--- config.mk ---
export PLATFORM = sky130hd
export DESIGN_NAME = uart_msg_tx
export DESIGN_NICKNAME = d
export VERILOG_FILES = /design/src/rtl/uart_msg_tx.sv
export SDC_FILE = /design/constraint.sdc
export NUM_CORES = 1
export LEC_CHECK = 0
export CORE_MARGIN = 1.5
export CORE_UTILIZATION = 61
export CTS_BUF_LIST = sky130_fd_sc_hd__clkbuf_4 sky130_fd_sc_hd__clkbuf_8 sky130_fd_sc_hd__clkbuf_16
export CTS_CLUSTER_DIAMETER = 80
export DETAILED_ROUTE_END_ITERATION = 16
export HOLD_SLACK_MARGIN = 0.05
export PLACE_DENSITY = 0.8
export SLEW_MARGIN = 20
export SYNTH_ARGS = -nofsm -noshare
export SYNTH_HDL_FRONTEND = slang
export SYNTH_SLANG_ARGS = --single-unit
--- constraint.sdc ---
create_clock -name clk -period 2.95 [get_ports clk]
set_clock_uncertainty 0.2 [all_clocks]
set_input_delay 0.295 -clock clk [delete_from_list [all_inputs] [get_ports clk]]
set_output_delay 0.295 -clock clk [all_outputs]
set_load 0.05 [all_outputs]
--- src/rtl/uart_msg_tx.sv ---
// ============================================================================
// Module   : uart_msg_tx
// Purpose  : Fixed-message UART transmitter with built-in bit serialiser,
//            one-shot or auto-repeat, configurable parity/stop/gap framing.
// Revision : 1.0 - initial release
// ============================================================================
`default_nettype none

module uart_msg_tx #(
    parameter int                   CLK_HZ        = 100_000_000,
    parameter int                   BAUD          = 9600,
    parameter int                   MSG_LEN       = 15,
    parameter logic [8*MSG_LEN-1:0] MSG           = "hitsz2024311278",
    parameter int                   PARITY        = 0,
    parameter int                   STOP_BITS     = 1,
    parameter int                   GAP_BITS      = 0,
    parameter int                   REPEAT_CYCLES = 20_000_000
) (
    input  logic       clk,
    input  logic       rst_n,
    input  logic       start,
    input  logic       mode,
    input  logic       abort,
    output logic       tx,
    output logic       busy,
    output logic       done,
    output logic [7:0] char_idx
);

    localparam int c_cpb   = CLK_HZ / BAUD;
    localparam int c_cnt_w = (c_cpb > 1) ? $clog2(c_cpb) : 1;
    localparam int c_rep_w = (REPEAT_CYCLES > 1) ? $clog2(REPEAT_CYCLES) : 1;

    localparam logic [c_cnt_w-1:0] c_bit_last  = c_cnt_w'(c_cpb - 1);
    localparam logic [c_rep_w-1:0] c_rep_last  = c_rep_w'(REPEAT_CYCLES - 1);
    localparam logic [3:0]         c_stop_last = 4'(STOP_BITS - 1);
    localparam logic [3:0]         c_gap_last  = 4'(GAP_BITS - 1);
    localparam logic [7:0]         c_last_char = 8'(MSG_LEN - 1);
    localparam logic               c_odd       = (PARITY == 2);

    typedef enum logic [2:0] {
        S_IDLE, S_START, S_DATA, S_PAR, S_STOP, S_GAP, S_RWAIT
    } state_t;

    state_t               r_state, w_state_nxt;
    logic [c_cnt_w-1:0]   r_cnt, w_cnt_nxt;
    logic [c_rep_w-1:0]   r_rep, w_rep_nxt;
    logic [3:0]           r_idx, w_idx_nxt;
    logic [7:0]           r_sh, w_sh_nxt;
    logic                 r_par, w_par_nxt;
    logic                 r_abort, w_abort_nxt;
    logic [7:0]           w_char_nxt;
    logic                 w_tx_nxt, w_busy_nxt, w_done_nxt;
    logic                 w_bit_end, w_eoc, w_load, w_abort_any;
    logic [8*MSG_LEN-1:0] w_msg_sh;

    assign w_bit_end   = (r_cnt == c_bit_last);
    assign w_abort_any = r_abort | abort;
    assign w_msg_sh    = MSG >> {w_char_nxt, 3'b000};

    always_comb begin
        w_state_nxt = r_state;
        w_cnt_nxt   = r_cnt;
        w_rep_nxt   = r_rep;
        w_idx_nxt   = r_idx;
        w_sh_nxt    = r_sh;
        w_par_nxt   = r_par;
        w_abort_nxt = r_abort | (busy & abort);
        w_char_nxt  = char_idx;
        w_busy_nxt  = busy;
        w_done_nxt  = 1'b0;
        w_eoc       = 1'b0;
        w_load      = 1'b0;

        if (r_state != S_IDLE && r_state != S_RWAIT) begin
            w_cnt_nxt = w_bit_end ? '0 : r_cnt + 1'b1;
        end

        case (r_state)
            S_IDLE: begin
                if (start) begin
                    w_state_nxt = S_START;
                    w_char_nxt  = 8'd0;
                    w_busy_nxt  = 1'b1;
                    w_cnt_nxt   = '0;
                    w_load      = 1'b1;
                end
            end
            S_START: begin
                if (w_bit_end) begin
                    w_state_nxt = S_DATA;
                    w_idx_nxt   = 4'd0;
                end
            end
            S_DATA: begin
                if (w_bit_end) begin
                    w_sh_nxt = {1'b0, r_sh[7:1]};
                    if (r_idx == 4'd7) begin
                        w_idx_nxt   = 4'd0;
                        w_state_nxt = (PARITY != 0) ? S_PAR : S_STOP;
                    end else begin
                        w_idx_nxt = r_idx + 4'd1;
                    end
                end
            end
            S_PAR: begin
                if (w_bit_end) begin
                    w_state_nxt = S_STOP;
                    w_idx_nxt   = 4'd0;
                end
            end
            S_STOP: begin
                if (w_bit_end) begin
                    if (r_idx == c_stop_last) begin
                        w_idx_nxt = 4'd0;
                        if (GAP_BITS != 0) w_state_nxt = S_GAP;
                        else               w_eoc       = 1'b1;
                    end else begin
                        w_idx_nxt = r_idx + 4'd1;
                    end
                end
            end
            S_GAP: begin
                if (w_bit_end) begin
                    if (r_idx == c_gap_last) begin
                        w_idx_nxt = 4'd0;
                        w_eoc     = 1'b1;
                    end else begin
                        w_idx_nxt = r_idx + 4'd1;
                    end
                end
            end
            S_RWAIT: begin
                if (!mode || abort) begin
                    w_state_nxt = S_IDLE;
                    w_busy_nxt  = 1'b0;
                end else if (r_rep == c_rep_last) begin
                    w_state_nxt = S_START;
                    w_rep_nxt   = '0;
                    w_cnt_nxt   = '0;
                    w_load      = 1'b1;
                end else begin
                    w_rep_nxt = r_rep + 1'b1;
                end
            end
            default: w_state_nxt = S_IDLE;
        endcase

        // End of a character: abort beats everything, then next char, then done.
        if (w_eoc) begin
            if (w_abort_any) begin
                w_state_nxt = S_IDLE;
                w_busy_nxt  = 1'b0;
                w_char_nxt  = 8'd0;
            end else if (char_idx < c_last_char) begin
                w_char_nxt  = char_idx + 8'd1;
                w_state_nxt = S_START;
                w_load      = 1'b1;
            end else begin
                w_done_nxt = 1'b1;
                w_char_nxt = 8'd0;
                w_rep_nxt  = '0;
                if (mode) begin
                    w_state_nxt = S_RWAIT;
                end else begin
                    w_state_nxt = S_IDLE;
                    w_busy_nxt  = 1'b0;
                end
            end
        end

        if (w_load) begin
            w_sh_nxt  = w_msg_sh[7:0];
            w_par_nxt = (^w_msg_sh[7:0]) ^ c_odd;
        end

        if (w_state_nxt == S_IDLE) w_abort_nxt = 1'b0;

        case (w_state_nxt)
            S_START: w_tx_nxt = 1'b0;
            S_DATA:  w_tx_nxt = w_sh_nxt[0];
            S_PAR:   w_tx_nxt = w_par_nxt;
            default: w_tx_nxt = 1'b1;
        endcase
    end

    always_ff @(posedge clk or negedge rst_n) begin
        if (!rst_n) begin
            r_state  <= S_IDLE;
            r_cnt    <= '0;
            r_rep    <= '0;
            r_idx    <= 4'd0;
            r_sh     <= 8'd0;
            r_par    <= 1'b0;
            r_abort  <= 1'b0;
            tx       <= 1'b1;
            busy     <= 1'b0;
            done     <= 1'b0;
            char_idx <= 8'd0;
        end else begin
            r_state  <= w_state_nxt;
            r_cnt    <= w_cnt_nxt;
            r_rep    <= w_rep_nxt;
            r_idx    <= w_idx_nxt;
            r_sh     <= w_sh_nxt;
            r_par    <= w_par_nxt;
            r_abort  <= w_abort_nxt;
            tx       <= w_tx_nxt;
            busy     <= w_busy_nxt;
            done     <= w_done_nxt;
            char_idx <= w_char_nxt;
        end
    end

endmodule

`default_nettype wire

==> results.toml <==
[job]
cap_violations = 0

[detailed_routing]
drt_iter0_drc = 292
drt-total-wl_mm = 8.149
firstDrtPassIters = 5
drc = 0
avgViaCountPerCell = 6.072
antenna_left = 0
wl_per_cell_um = 15.95
vias = 3103

[synthesis]
synth_nets = 410
synth_commonest_cells = "65 x dfrtp_1, 54 x nor2_1, 39 x nand2_1"
synth.distinct_cells = 71
synth.area.top_cells = "dfrtp_1 44%, xor2_1 5.9%, nor2_1 5.4%"
yosysSeqAreaShare_pct = 44.27
syn_inst = 400
async_flop_share_pct = 100.0
syn_area_um2 = 3734
synth_top_cell_area_share_pct = 43.57
synth_edf_count = 0
yosysMostFrequentCell = "dfrtp_1"
syn_avg_cell_area_um2 = 9.334
synth_warnings = 0
ys_seq_elements = 66
synth_top_area_cell = "dfrtp_1"
synthFlopType = "dfrtp_1"

[global_route]
grt_pass1_vias = 3001
overflow = 0
grt_max_degree = 35
antenna_found_initial = 0
grt_usage_pct = 27.56
grt_pass1_wl_mm = 13.79

[final_layout]
final_nets = 441
drive_above_1_share_pct = 13.76
area_growth_pct = 15.28
fillers = 427
seq_area_um2 = 1653
insertedDiodeCount = 0
multi_input_area_um2 = 1996
post-route-util_pct = 72.70

[pwr]
leakage_nw = 1.954
p_switching_w = 0.0007524
intPower_w = 0.001736
combPwrFrac_pct = 20.4
vdd_ir_drop_max_v = 0.0006089
p_seq_share_pct = 45.5
power_w = 0.002488
powerDensity_nw_per_um2 = 578.1
p_clk_share_pct = 34.1
switching_share_pct = 30.24

[place]
port-buffer-count = 15
pre_cts_slack_ns = 0.03296
gp_congestion = 0.8890
dpl.hpwl_mm = 5.810

[worst_setup_path]
crit_path_max_fanout = 5
crit_type = "flip-flop to flip-flop"
reg2reg_slack_ns = 0.1
arrival_ns = 2.88
crit_buf_inv = 1
worstPathCellList = "or4b_1 -> nor4_4 -> nand2_1 -> mux2i_1 -> o31ai_2 -> buf_4 -> mux2_2 -> a211o_1"
critical_path.max_stage_delay_ns = 0.53
worst_path_max_delay_cell = "or4b_1"
startpoint_type = "flip-flop"
crit_required_ns = 2.97
crit_path_end_kind = "flip-flop"
cp_top_family = "simple AND/OR/NAND/NOR gates"

[cts]
clk_latency_ns = 0.34
ctsRootBufferMaster = "clkbuf_8"
clk_path_buf_depth = 2
tritoncts = "yes"
cts.reportedPaths.clkPinSlew_ns = 0.07
htree_num_levels = 3
numCtsBuffers = 9
cts.sinks = 66

[die]
coreArea_um2 = 5921
ioPinCount = 16
dieWidth_um = 81.24
rows = 28
dieArea_um2 = 6599
start_util_pct = 63.06
die_h_um = 81.24

[sta]
setup_ws_ns = 0.09703
rsz0062_at_grt = "true"
tightest_slew_ns = 0.9569
hold_viol = 0
slew_headroom_pct = 35.93
timing.fmax_mhz = 350.5
fin_crit_ns = 2.853
setup_viol = 0
fin_crit_sh_pct = 96.71
holdWs_ns = 0.3160
drv_slew = 0

[outcome]
run_status = "finished clean"

[worst_hold_path]
worstHoldPathType = "flip-flop to flip-flop"
power groups by stage:
| stage | clock network [W] | registers [W] | logic [W] |
|---|---|---|---|
| 5_1_grt | 0.000905 | 0.00115 | 0.000564 |
| 4_1_cts | 0.000868 | 0.00113 | 0.000502 |
| 3_3_place_gp | 0 | 0.00114 | 0.000476 |
| 2_1_floorplan | 0 | 0.00114 | 0.000333 |
| 3_5_place_dp | 0 | 0.00114 | 0.000490 |
| 6_report | 0.000848 | 0.00113 | 0.000509 |
worst register-to-register path, stage by stage (launching register included):
cell	delay, ns
dfrtp_1	0.43
or4b_1	0.53
nor4_4	0.30
nand2_1	0.20
mux2i_1	0.26
o31ai_2	0.12
buf_4	0.17
mux2_2	0.26
a211o_1	0.28
flip-flops by register name, indices dropped and copies added (netlist names):
| signal | cells |
|---|---|
| done | 1 |
| r_sh | 7 |
| r_idx | 4 |
| tx | 1 |
| char_idx | 8 |
| r_rep | 25 |
| r_cnt | 14 |
| r_abort | 1 |
| busy | 1 |
| r_state | 3 |
| r_par | 1 |
area by class of cell:
class | instances | area share (%)
Tap cell | 75 | 2.180
Multi-Input combinational cell | 309 | 46.37
Timing Repair Buffer | 32 | 6.686
Clock buffer | 11 | 3.372
Inverter | 13 | 1.192
Sequential cell | 66 | 38.40
Clock inverter | 5 | 1.802
stage by stage:
stage | TNS, ns | cells | instance area [µm²]
floorplan | 0 | 400 | 3734
global placement | 0 | 493 | 4030
detailed placement | 0 | 493 | 4030
CTS | 0 | 510 | 4263
global route | -0.004044 | 511 | 4304
finish | 0 | 511 | 4304
kinds of logic after synthesis:
family / Yosys count / synth area share [%]
compound gates: 61 / 10.79
xor+xnor: 33 / 7.741
buf+inv: 25 / 3.184
simple gates: 198 / 28.85
flops: 66 / 44.27
mux: 12 / 3.485
fa+ha+maj: 5 / 1.676
routing by layer:
layer | up-vias | GRT usage, % | share of wire, %
met5 | - | 0 | 0
met1 | 1501 | 35.96 | 45
met2 | 91 | 44.83 | 49
li1 | 1499 | - | -
met3 | 12 | 6.180 | 4.4
met4 | 0 | 10.34 | 1.6
placed cells by master, fill, tap and decap left out, types with 3 or more instances in the layout:
cell type / n
dfrtp_1: 65
nand2_1: 39
ha_1: 5
nand3_1: 16
xnor2_1: 8
xor2_1: 25
mux2i_1: 9
and4_1: 3
nor2b_1: 3
nor4b_1: 4
or3_1: 4
clkbuf_8: 10
nand2b_1: 4
and2_1: 5
and3_1: 10
o21ai_0: 17
nand4_1: 14
nor3_1: 6
inv_1: 10
nand3b_1: 7
nor4_1: 7
clkinv_2: 4
a21oi_1: 15
clkdlybuf4s50_1: 14
buf_4: 15
nor2_1: 54
worst paths after layout:
| kind | endpoint | from | depth (start not counted) |
|---|---|---|---|
| min | char_idx[7] | char_idx[7] | 1 |
| min reg2reg | char_idx[7] | char_idx[7] | 1 |
| max reg2reg | r_sh[3] | r_cnt[4] | 8 |
| min in group asynchronous | r_rep[18] | rst_n | 2 |
| max | r_sh[3] | r_cnt[4] | 8 |
| max in group asynchronous | tx | rst_n | 3 |
what timing repair did:
| item | CTS | global route |
|---|---|---|
| endpoints found under the hold margin | 32 | 0 |
| hold buffers | 1 | 0 |
| resized for setup | 0 | 8 |
| setup endpoints to repair | 0 | 16 |
| buffers inserted | 0 | 1 |
Power figures use the tool's default switching activity.
